==> src/rtl/sakebi_arb_pkg.sv <==
// sakebi_arb_pkg: state encoding, state enum and width helper for the FIFO write arbiter
package sakebi_arb_pkg;
    localparam logic [1:0] ST_IDLE = 2'd0;
    localparam logic [1:0] ST_HDR  = 2'd1;
    localparam logic [1:0] ST_XFER = 2'd2;
    localparam logic [1:0] ST_DROP = 2'd3;
    typedef enum logic [1:0] {IDLE = ST_IDLE, HDR = ST_HDR, XFER = ST_XFER, DROP = ST_DROP} arb_state_t;
    function automatic int id_w(input int n);
        return (n > 1) ? $clog2(n) : 1;
    endfunction
endpackage

==> src/rtl/sakebi_rr_pick.sv <==
// sakebi_rr_pick: combinational round-robin picker; ports req (requests), ptr (last winner), gnt_id (winner), any (some request)
module sakebi_rr_pick import sakebi_arb_pkg::*; #(
    parameter int N_REQ = 4
) (
    input  logic [N_REQ-1:0]       req,
    input  logic [id_w(N_REQ)-1:0] ptr,
    output logic [id_w(N_REQ)-1:0] gnt_id,
    output logic                   any
);
    localparam int ID_W = id_w(N_REQ);
    assign any = |req;
    // Walk from farthest to nearest so the first requester after ptr wins.
    always_comb begin
        gnt_id = '0;
        for (int i = N_REQ; i >= 1; i--) begin
            if (req[ID_W'((int'(ptr) + i) % N_REQ)]) gnt_id = ID_W'((int'(ptr) + i) % N_REQ);
        end
    end
endmodule

==> src/rtl/sakebi_fifo_wr_arbiter.sv <==
// sakebi_fifo_wr_arbiter: packet-granular round-robin arbiter for one async FIFO write port
// Ports: i_clk/i_rst (sync, active-high); i_req_valid/i_req_data/i_req_last in, o_req_ready out (per source);
// i_wr_ready in, o_wr_en/o_wr_data out (FIFO write side); o_busy, o_grant_id, o_trunc status (registered).
// Optional SAKEBI_ARB_SRCID_EN: each packet is preceded by a header beat carrying the source index.
module sakebi_fifo_wr_arbiter import sakebi_arb_pkg::*; #(
    parameter int N_REQ      = 4,
    parameter int DATA_WIDTH = 8,
    parameter int MAX_BEATS  = 64
) (
    input  logic                        i_clk,
    input  logic                        i_rst,
    input  logic [N_REQ-1:0]            i_req_valid,
    input  logic [N_REQ*DATA_WIDTH-1:0] i_req_data,
    input  logic [N_REQ-1:0]            i_req_last,
    output logic [N_REQ-1:0]            o_req_ready,
    input  logic                        i_wr_ready,
    output logic                        o_wr_en,
    output logic [DATA_WIDTH-1:0]       o_wr_data,
    output logic                        o_busy,
    output logic [id_w(N_REQ)-1:0]      o_grant_id,
    output logic                        o_trunc
);
    localparam int ID_W  = id_w(N_REQ);
    localparam int CNT_W = $clog2(MAX_BEATS);
    logic [1:0] state;
    logic [ID_W-1:0] sel, ptr, pick;
    logic [CNT_W-1:0] cnt;
    logic any, in_hdr, ready_sel, acc, cur_last;
    logic [DATA_WIDTH-1:0] src_data [N_REQ];
    for (genvar g = 0; g < N_REQ; g++) begin : g_src
        assign src_data[g] = i_req_data[g*DATA_WIDTH +: DATA_WIDTH];
    end
`ifdef SAKEBI_ARB_SRCID_EN
    localparam logic [1:0] ST_FIRST = ST_HDR;
    assign in_hdr = state == ST_HDR;
`else
    localparam logic [1:0] ST_FIRST = ST_XFER;
    assign in_hdr = 1'b0;
`endif
    sakebi_rr_pick #(.N_REQ(N_REQ)) u_pick (
        .req    (i_req_valid),
        .ptr    (ptr),
        .gnt_id (pick),
        .any    (any)
    );
    // XFER only takes a beat the FIFO can absorb; DROP swallows beats unconditionally.
    assign ready_sel   = (state == ST_XFER) ? i_wr_ready : (state == ST_DROP);
    assign o_req_ready = ready_sel ? N_REQ'(1) << sel : '0;
    assign acc         = ready_sel & i_req_valid[sel];
    assign cur_last    = i_req_last[sel];
    assign o_wr_en     = i_wr_ready & (in_hdr | ((state == ST_XFER) & i_req_valid[sel]));
    assign o_wr_data   = in_hdr ? DATA_WIDTH'(sel) : src_data[sel];
    assign o_busy      = state != ST_IDLE;
    assign o_grant_id  = sel;
    always_ff @(posedge i_clk) begin
        if (i_rst) begin
            state   <= ST_IDLE;
            ptr     <= ID_W'(N_REQ - 1);
            sel     <= '0;
            cnt     <= '0;
            o_trunc <= 1'b0;
        end else begin
            o_trunc <= 1'b0;
            case (state)
                ST_IDLE: if (any) begin
                    sel   <= pick;
                    cnt   <= '0;
                    state <= ST_FIRST;
                end
`ifdef SAKEBI_ARB_SRCID_EN
                ST_HDR: if (i_wr_ready) state <= ST_XFER;
`endif
                ST_XFER: if (acc) begin
                    cnt <= cnt + 1'b1;
                    if (cur_last) begin
                        state <= ST_IDLE;
                        ptr   <= sel;
                    end else if (cnt == CNT_W'(MAX_BEATS - 1)) begin
                        o_trunc <= 1'b1;
                        state   <= ST_DROP;
                    end
                end
                ST_DROP: if (acc && cur_last) begin
                    state <= ST_IDLE;
                    ptr   <= sel;
                end
                default: state <= ST_IDLE;
            endcase
        end
    end
endmodule

==> config.mk <==
export PLATFORM = sky130hd
export DESIGN_NAME = sakebi_fifo_wr_arbiter
export DESIGN_NICKNAME = d
export VERILOG_FILES = /design/src/rtl/sakebi_arb_pkg.sv /design/src/rtl/sakebi_rr_pick.sv /design/src/rtl/sakebi_fifo_wr_arbiter.sv
export SDC_FILE = /design/constraint.sdc
export NUM_CORES = 1
export LEC_CHECK = 0
export ABC_AREA = 1
export BUFFER_PORTS_ARGS = -buffer_cell sky130_fd_sc_hd__buf_4
export CAP_MARGIN = 20
export CORE_MARGIN = 2
export CORE_UTILIZATION = 50
export DETAILED_ROUTE_END_ITERATION = 12
export HOLD_SLACK_MARGIN = 0.03
export PLACE_DENSITY = 0.83
export SYNTH_ARGS = -nofsm -noshare
export SYNTH_HDL_FRONTEND = slang
export SYNTH_SLANG_ARGS = --single-unit
==> constraint.sdc <==
create_clock -name i_clk -period 3.95 [get_ports i_clk]
set_input_delay 0.79 -clock i_clk [delete_from_list [all_inputs] [get_ports i_clk]]
set_output_delay 0.79 -clock i_clk [all_outputs]
set_load 0.02 [all_outputs]
Word-level counts from Yosys, hierarchy flattened
Cells that the tools add are included.

cells by class
  equality and inequality tests = 8
  magnitude comparators = 6
  mux-type cells = 39
  add/sub/neg operators = 5
  reduce and logical (&&, ||, !) cells = 11
  shift operators = 1
  bitwise operators = 6

operators by type and width
  operator                                                    number
  2-to-1 mux 2 bit                                            12
  binary-select mux 8 bit (select 2 bit)                      1
  less-than comparator 2 x 4 -> 1 bit, second input constant  4
  2-to-1 mux 8 bit                                            2
  binary-select mux 1 bit (select 2 bit)                      6
  2-to-1 mux 1 bit                                            12
  2-to-1 mux 6 bit                                            2
  case mux 6 bit (2 select lines)                             1
  AND reduction 4 bit                                         2
  OR reduction 4 bit                                          2
  adder 6 x 1 -> 6 bit, second input constant                 1
  equality test 6 bit, second input constant                  1
  inequality test 2 bit, second input constant                3
  case mux 2 bit (3 select lines)                             1
  nonzero test 2 bit                                          3
  adder 2 x 1 -> 2 bit, second input constant                 2
  adder 2 bit, second input constant                          2
  equality test 2 bit, second input constant                  2
  2-to-1 mux 4 bit                                            1
  case mux 2 bit (2 select lines)                             1
  << shifter 1 x 2 -> 4 bit, first input constant             1
  AND 1 bit                                                   3
  >= comparator 3 bit, second input constant                  1
  less-than comparator 2 x 3 -> 1 bit, second input constant  1
  8 further kinds                                             9

storage, ports and cells
  input port bits = 43
  flip-flop bits (word level) = 13
  output and inout bits = 17

Logic depth before layout (Yosys ltp)
Gate-level depths: netlist (run 1).

  depth after elaboration = 8
  depth in mapped cells = 11
  depth with buffers taken out = 10

By module
From an unflattened synthesis (run 1), not the netlist that was laid out.

second synthesis, totals
  cells, all modules = 202
  area, all modules = 1,212.4 um^2

by module, submodules not included
  module                  area an instance (um^2)  cells each  sequential area each (um^2)  instances
  sakebi_fifo_wr_arbiter  945.9                    151         260.2                        1
  sakebi_rr_pick          266.5                    51          0.0                          1

Least setup slack after synthesis (run 1)
No wires, ideal clock.

  path kind = input to output
  start = in i_wr_ready
  end = out o_req_ready[0]
  stages on the path = 4
  arrival time = 1,532 ps
  required time = 3,160 ps
  setup slack = 1,628 ps
  cell sequence = inv_1 a21oi_1 inv_1 nor3_1

between the ends
  longest elaborated chain between the ends = 2

RTL lines
  item              RTL line                      text
  from (decl)       sakebi_fifo_wr_arbiter.sv:16  input logic i_wr_ready,
  2-to-1 mux 1 bit  sakebi_fifo_wr_arbiter.sv:47  assign ready_sel = (state == ST_XFER) ? i_wr_ready : (state == ST_DROP);
  2-to-1 mux 4 bit  sakebi_fifo_wr_arbiter.sv:48  assign o_req_ready = ready_sel ? N_REQ'(1) << sel : '0;
  to (decl)         sakebi_fifo_wr_arbiter.sv:15  output logic [N_REQ-1:0] o_req_ready,

Every way passes these cells.

Worst setup path in the final report (run 1)
  start = reg sel[1], in the netlist o_grant_id[1]
  end = out o_wr_en

between the ends
  longest elaborated chain between the ends = 4

RTL lines
  item                                    RTL line                      text
  from (decl)                             sakebi_fifo_wr_arbiter.sv:26  logic [ID_W-1:0] sel, ptr, pick;
  from (signal assigned)                  sakebi_fifo_wr_arbiter.sv:66  sel <= pick;
  binary-select mux 1 bit (select 2 bit)  sakebi_fifo_wr_arbiter.sv:51  assign o_wr_en = i_wr_ready & (in_hdr | ((state == ST_XFER) & i_req_valid[sel]));
  2-to-1 mux 1 bit (not written as such)  sakebi_fifo_wr_arbiter.sv:51
  AND 1 bit (2 in series)                 sakebi_fifo_wr_arbiter.sv:51
  to (decl)                               sakebi_fifo_wr_arbiter.sv:17  output logic o_wr_en,

Every way passes these cells. The select of a mux whose other input is x is not followed.

==> flow_summary.toml, run 1 <==
[floorplan]
die_w_microns = 54.45
dieArea_sq_um = 2964
fp-row-count = 18
io-pin-count = 60
coreArea_sq_um = 2455
start_util = 0.5183
die_h_microns = 54.45

[hold_path]
min_path_cells = 2
hp-class = "reg2reg"

[clock_tree]
cts_tree = "built"
postCtsSetupBuffers = 0
cts_buffers = 3
clock-sinks = 13
cts-hold-fix-buffers = 0
insertion_delay_ns = 0.29
ctsResizeCount = 0
clock_path_buffers = 2
cts_root_buffer = "clkbuf_4"
clkTransAtPathRegs_ns = 0.09
h-tree-depth = 1

[power]
cellLeakagePower_nw = 0.9113
power-per-cell-area_nw_per_um2 = 541.3
total_power_mw = 0.9441
vdd_drop_max_v = 0.0004777

[timing]
slew_violations = 0
fin_skew_ns = 0.002645
holdWs_ns = 0.4835
worstMarginPinSlew_ns = 0.5508
fin_crit_sh = 0.6571
grt_setup_unrepaired = "false"
fmax_mhz = 385.3
tns_ns = 0
hold_viol = 0
period_minus_slack_ns = 2.595
relSlewSlack = 0.6323
setup_viol = 0

[worst_setup_path]
slowest_delay_ns = 0.68
critPathKind = "reg2out"
crit_path_start_kind = "register"
critPathArrivalTime_ns = 1.81
critPathBufInv = 4
required_ns = 3.16
critPathSlowestCell = "dfxtp_1"
worstSetupPathDepth = 7
endpoint_kind = "primary output"
crit_fanout = 17
rr_worst_depth = 8
path_delay_family = "flip-flops"
crit_path_cell_trace = "buf_4, inv_2, nand2_2, nand2_4, nand2_4, inv_2, buf_4"

[finish]
layout_commonest_cell = "buf_4"
nets = 308
diodes = 0
area_growth_pct = 37.07
stdcell_count = 293
drive_gt1_frac = 0.3460
final_cell_mix = "61 x buf_4, 51 x nand2_1, 39 x nand3_1"

[global_routing]
grt_max_degree = 18
grt_pass1_vias = 1215
overflow = 0
antenna_found_initial = 0
grt_pass1_wl_microns = 5361
grtUsageTotal = 0.2456

[place]
io_buffers = 59
dp_cells = 289
dp_hpwl_microns = 2849
gp_congestion = 0.8381

[detailed_routing]
wl_per_cell_microns = 12.15
drt_iter0_drc = 38
drt-total-wl_microns = 3559
drc = 0
antenna_left = 0
routed_via_density = 5.072
dr_total_vias = 1486
drt_pre_antenna_iters = 4

[synthesis]
netlist_area_sq_um = 1272
yosys_warnings = 0
syn_nets = 250
synth_mux_area_frac = 0
synth-compound-area-share = 0.1367
yosys.area_share.simple = 0.5202
synthAdderAreaFrac = 0.009833
syn-instance-count = 206
ys_seq_area_frac = 0.2045
syn_avg_cell_area_sq_um = 6.177
synth_cell_types = 29
synth_xor_area_frac = 0.01377
synth_top_family_by_area = "simple AND/OR/NAND/NOR gates"
synth-seq-cells = 13

[status]
status = "finished clean"

[job]
maxCapViolCount = 0
==> layout make-up <==
cell class / count / area [sq um]
Multi-Input combinational cell: 161 / 865.8
Timing Repair Buffer: 61 / 457.9
Tap cell: 30 / 37.54
Inverter: 24 / 95.09
Clock inverter: 1 / 5.005
Sequential cell: 13 / 260.3
Fill cell: 236 / 710.7
Clock buffer: 3 / 22.52
==> through the flow <==
stage	cell area, sq um	util	worst slack, ns
after floorplan	1272	-	1.628
after global placement	1717	0.6993	1.609
after global routing	1744	0.7105	1.242
after CTS	1744	0.7105	1.350
after detailed placement	1717	0.6993	1.583
final	1744	0.7105	1.355
==> worst min-delay path: stages (launching register included) <==
cell	delay (ns)
dfxtp_1	0.34
a31oi_1	0.04
nor2_1	0.07
==> power by group <==
part           internal [mW]  switching [mW]  total [mW]
clock                 0.0378          0.0500      0.0877
sequential             0.153          0.0307       0.184
combinational          0.253           0.420       0.673
total                  0.444           0.500       0.944
==> kinds of logic after synthesis <==
kind of cell / after synthesis
XOR/XNOR: 2
flip-flops: 13
AO/OA/AOI/OAI: 29
adder cells (fa/ha/maj): 1
buffers and inverters: 32
AND/OR/NAND/NOR: 129
==> registers in the layout, summed over array words and instances (netlist names) <==
register / flops
ptr: 2
state: 2
cnt: 6
o_grant_id: 2
o_trunc: 1
==> path summary, 6_finish.rpt <==
| kind | start | endpoint | slack [ns] |
|---|---|---|---|
| setup / recovery | o_grant_id[1] | o_wr_en | 1.35 |
| hold / removal | cnt[4] | cnt[4] | 0.48 |
| setup reg to reg | o_grant_id[1] | ptr[1] | 2.20 |
| hold reg to reg | cnt[4] | cnt[4] | 0.48 |
==> cells in the mapped netlist (all sizes together) <==
cell | number | share of area
a22oi | 7 | 0.041
o21bai | 1 | 0.0088
a31oi | 1 | 0.0049
dfxtp | 13 | 0.20
nand3 | 42 | 0.18
nor4 | 1 | 0.0049
inv | 24 | 0.075
buf | 5 | 0.031
clkbuf | 3 | 0.0088
nor2 | 15 | 0.074
nor3 | 5 | 0.020
ha | 1 | 0.0098
nand4 | 3 | 0.015
a21oi | 11 | 0.046
xor2 | 2 | 0.014
o21ai | 9 | 0.035
nand2 | 62 | 0.22
nor3b | 1 | 0.0059
==> routing by layer <==
layer  global-route usage  share of wire  vias up
li1                     -              -      803
met5                    0              0        -
met1               0.3284           0.45      643
met3              0.04098          0.057        4
met2               0.4076           0.48       36
met4              0.06250          0.013        0
(Power assumes the default switching activity.)
==> inputs of run 2 (changes only) <==
--- a/config.mk
+++ b/config.mk
@@ -5,14 +5,14 @@
 export SDC_FILE = /design/constraint.sdc
 export NUM_CORES = 1
 export LEC_CHECK = 0
-export ABC_AREA = 1
+export ABC_AREA = 0
 export BUFFER_PORTS_ARGS = -buffer_cell sky130_fd_sc_hd__buf_4
 export CAP_MARGIN = 20
 export CORE_MARGIN = 2
-export CORE_UTILIZATION = 50
+export CORE_UTILIZATION = 39
 export DETAILED_ROUTE_END_ITERATION = 12
 export HOLD_SLACK_MARGIN = 0.03
-export PLACE_DENSITY = 0.83
+export PLACE_DENSITY = 0.74
 export SYNTH_ARGS = -nofsm -noshare
 export SYNTH_HDL_FRONTEND = slang
 export SYNTH_SLANG_ARGS = --single-unit
==> constraint.sdc (replaced) <==
create_clock -name i_clk -period 2.2 [get_ports i_clk]
set_input_delay 0.44 -clock i_clk [delete_from_list [all_inputs] [get_ports i_clk]]
set_output_delay 0.44 -clock i_clk [all_outputs]
set_load 0.02 [all_outputs]
==> flow_summary.toml, run 2 <==
[status]
status = "finished clean"

[hold_path]
hp-start = "i_rst"
hp-class = "in2reg"
min_path_cells = 2
min_to = "cnt[1]"

[worst_setup_path]
path_delay_family = "flip-flops"
crit_path_cell_trace = "and4bb_1, a22oi_2, inv_1, buf_4"
rr_worst_depth = 5
r2r_slack_ns = 0.36
slowest_delay_ns = 0.58
critPathKind = "reg2out"
critPathSlowestCell = "dfxtp_1"
crit_path_start_kind = "register"
critPathBufInv = 2
timing.rr.start = "o_grant_id[1]"
endpoint_kind = "primary output"
critPathArrivalTime_ns = 1.63
crit_fanout = 11
required_ns = 1.76
r2r_end = "cnt[5]"

[synthesis]
synth_common_cells = "13 x dfxtp_1, 10 x nand2_1, 8 x mux4_2"
syn_avg_cell_area_sq_um = 9.545
synth_mux_area_frac = 0.2747
yosysMostFrequentCell = "dfxtp_1"
yosys_warnings = 0
synth_top_area_cell = "dfxtp_1"
synth_top_area_share = 0.2597
yosys.area_share.simple = 0.2247
ys_seq_area_frac = 0.2597
syn-instance-count = 105
ys_async_sr_fraction = 0
synth_top_family_by_area = "multiplexers"
synth-seq-cells = 13
syn_nets = 149
synthTopCellsByArea = "dfxtp_1 26%, mux4_2 18%, mux4_1 5.2%, nand2_1 3.7%, a21oi_1 3.5%"
synth-compound-area-share = 0.1598
synthAdderAreaFrac = 0.01248
synth_xor_area_frac = 0
netlist_area_sq_um = 1002
synth_cell_types = 34
synthFlopType = "dfxtp_1"
synth-edff-count = 0

[finish]
final_cell_mix = "63 x buf_4, 13 x dfxtp_1, 10 x nand2_1"
top_register = "cnt"
nets = 211
post-route-util = 0.6081
fillerInstances = 217
multi_input_area_sq_um = 673.1
layout_commonest_cell = "buf_4"
diodes = 0
final_cell_area_sq_um = 1493
area_growth_pct = 48.94
drive_gt1_frac = 0.4759
largest_register_ff_count = 6
regArea_sq_um = 260.3
stdcell_count = 196

[job]
maxCapViolCount = 0

[detailed_routing]
drt_iter0_drc = 20
drt-total-wl_microns = 2843
routed_via_density = 5.378
drc = 0
wl_per_cell_microns = 14.51
drt_pre_antenna_iters = 4
antenna_left = 0
dr_total_vias = 1054

[floorplan]
io-pin-count = 60
fp-row-count = 18
dieArea_sq_um = 2991
coreArea_sq_um = 2455
die_h_microns = 54.69
start_util = 0.4083
die_w_microns = 54.69

[timing]
fin_ws_ns = 0.1277
period_minus_slack_ns = 2.072
relSlewSlack = 0.7179
fin_skew_ns = 0.004142
slew_violations = 0
setup_viol = 0
tns_ns = 0
worstMarginPinSlew_ns = 0.4187
hold_viol = 0
fmax_mhz = 482.6
fin_crit_sh = 0.9420
grt_setup_unrepaired = "false"

[place]
dpl_cell_area_sq_um = 1466
pre_cts_ws_ns = 0.4053
dp_cells = 192
gp_congestion = 0.8062
io_buffers = 59
dp_hpwl_microns = 2390

[clock_tree]
ctsResizeCount = 0
cts-hold-fix-buffers = 0
postCtsSetupBuffers = 0
cts_buffers = 3
insertion_delay_ns = 0.27
cts_root_buffer = "clkbuf_4"
clock-sinks = 13
clock_path_buffers = 2
clkTransAtPathRegs_ns = 0.08
cts_tree = "built"
h-tree-depth = 1

[global_routing]
antenna_found_initial = 0
top_usage_layer = "met2"
grt_max_degree = 12
grt_use_met2 = 0.3353
grtUsageTotal = 0.1983
grt_pass1_vias = 985
overflow = 0
met3_usage = 0.03552
grt_pass1_wl_microns = 4243
met1_usage = 0.2596

[power]
cellLeakagePower_nw = 0.6531
combPwrFrac = 0.397
p_int_mw = 0.4595
p_switching_mw = 0.2040
p_sw_frac = 0.3075
vdd_drop_max_v = 0.0003323
p_seq_frac = 0.383
power-per-cell-area_nw_per_um2 = 444.5
clkPwrFrac = 0.220
-- run 2: cell types whose count changed in the layout (fill, tap and decap cells not counted), moves of 6 or more --
cell,delta
nand2_2,-6
a22oi_1,-7
nand2_1,-41
mux4_2,+8
inv_1,-12
nand3_1,-32
-- run 2: worst max-delay path by stage --
stage	startpoint	slack, ns	cells after the start	endpoint
2_1_floorplan	o_grant_id[1]	0.30	3	o_req_ready[2]
3_3_place_gp	o_grant_id[0]	0.46	3	o_wr_data[6]
3_5_place_dp	o_grant_id[1]	0.41	5	cnt[5]
4_1_cts	o_grant_id[0]	0.13	3	o_wr_data[6]
5_1_grt	o_grant_id[1]	0.03	4	o_wr_en
6_report	o_grant_id[1]	0.13	4	o_wr_en
-- run 2: per-layer routing --
layer | routed length (microns) | part of all wire | vias up
met5 | 0 | 0 | -
met1 | 1221 | 0.43 | 507
met4 | 0 | 0 | 0
met2 | 1538 | 0.54 | 22
li1 | - | - | 525
met3 | 83 | 0.029 | 0
-- run 2: cell families after synthesis --
| family | Yosys count |
|---|---|
| simple gates | 41 |
| compound gates | 24 |
| mux | 14 |
| flops | 13 |
| buf+inv | 12 |
| fa+ha+maj | 1 |
-- run 2: worst reg2reg max path, stage by stage, from the launching register on --
cell     delay [ns]
dfxtp_1        0.58
and4b_1        0.28
a22oi_2        0.07
buf_4          0.17
or4_1          0.51
a21oi_1        0.16
-- run 2: power groups by stage --
stage / logic [mW] / clock network [mW] / registers (mW)
after floorplan: 0.145 / 0 / 0.258
after global placement: 0.258 / 0 / 0.259
after detailed placement: 0.264 / 0 / 0.260
after CTS: 0.264 / 0.152 / 0.254
after global routing: 0.281 / 0.164 / 0.256
final: 0.263 / 0.146 / 0.254
-- run 2: through the flow --
step | power [mW] | hold slack, ns
floorplan | 0.4031 | 0.4521
global placement | 0.5167 | 0.4665
detailed placement | 0.5234 | 0.4803
CTS | 0.6702 | 0.3979
global route | 0.7012 | 0.4123
finish | 0.6635 | 0.4048
-- run 2: cell type report --
| class | count | area share |
|---|---|---|
| Clock buffer | 4 | 0.01760 |
| Inverter | 6 | 0.01509 |
| Multi-Input combinational cell | 80 | 0.4510 |
| Sequential cell | 13 | 0.1744 |
| Tap cell | 30 | 0.02515 |
| Timing Repair Buffer | 63 | 0.3168 |
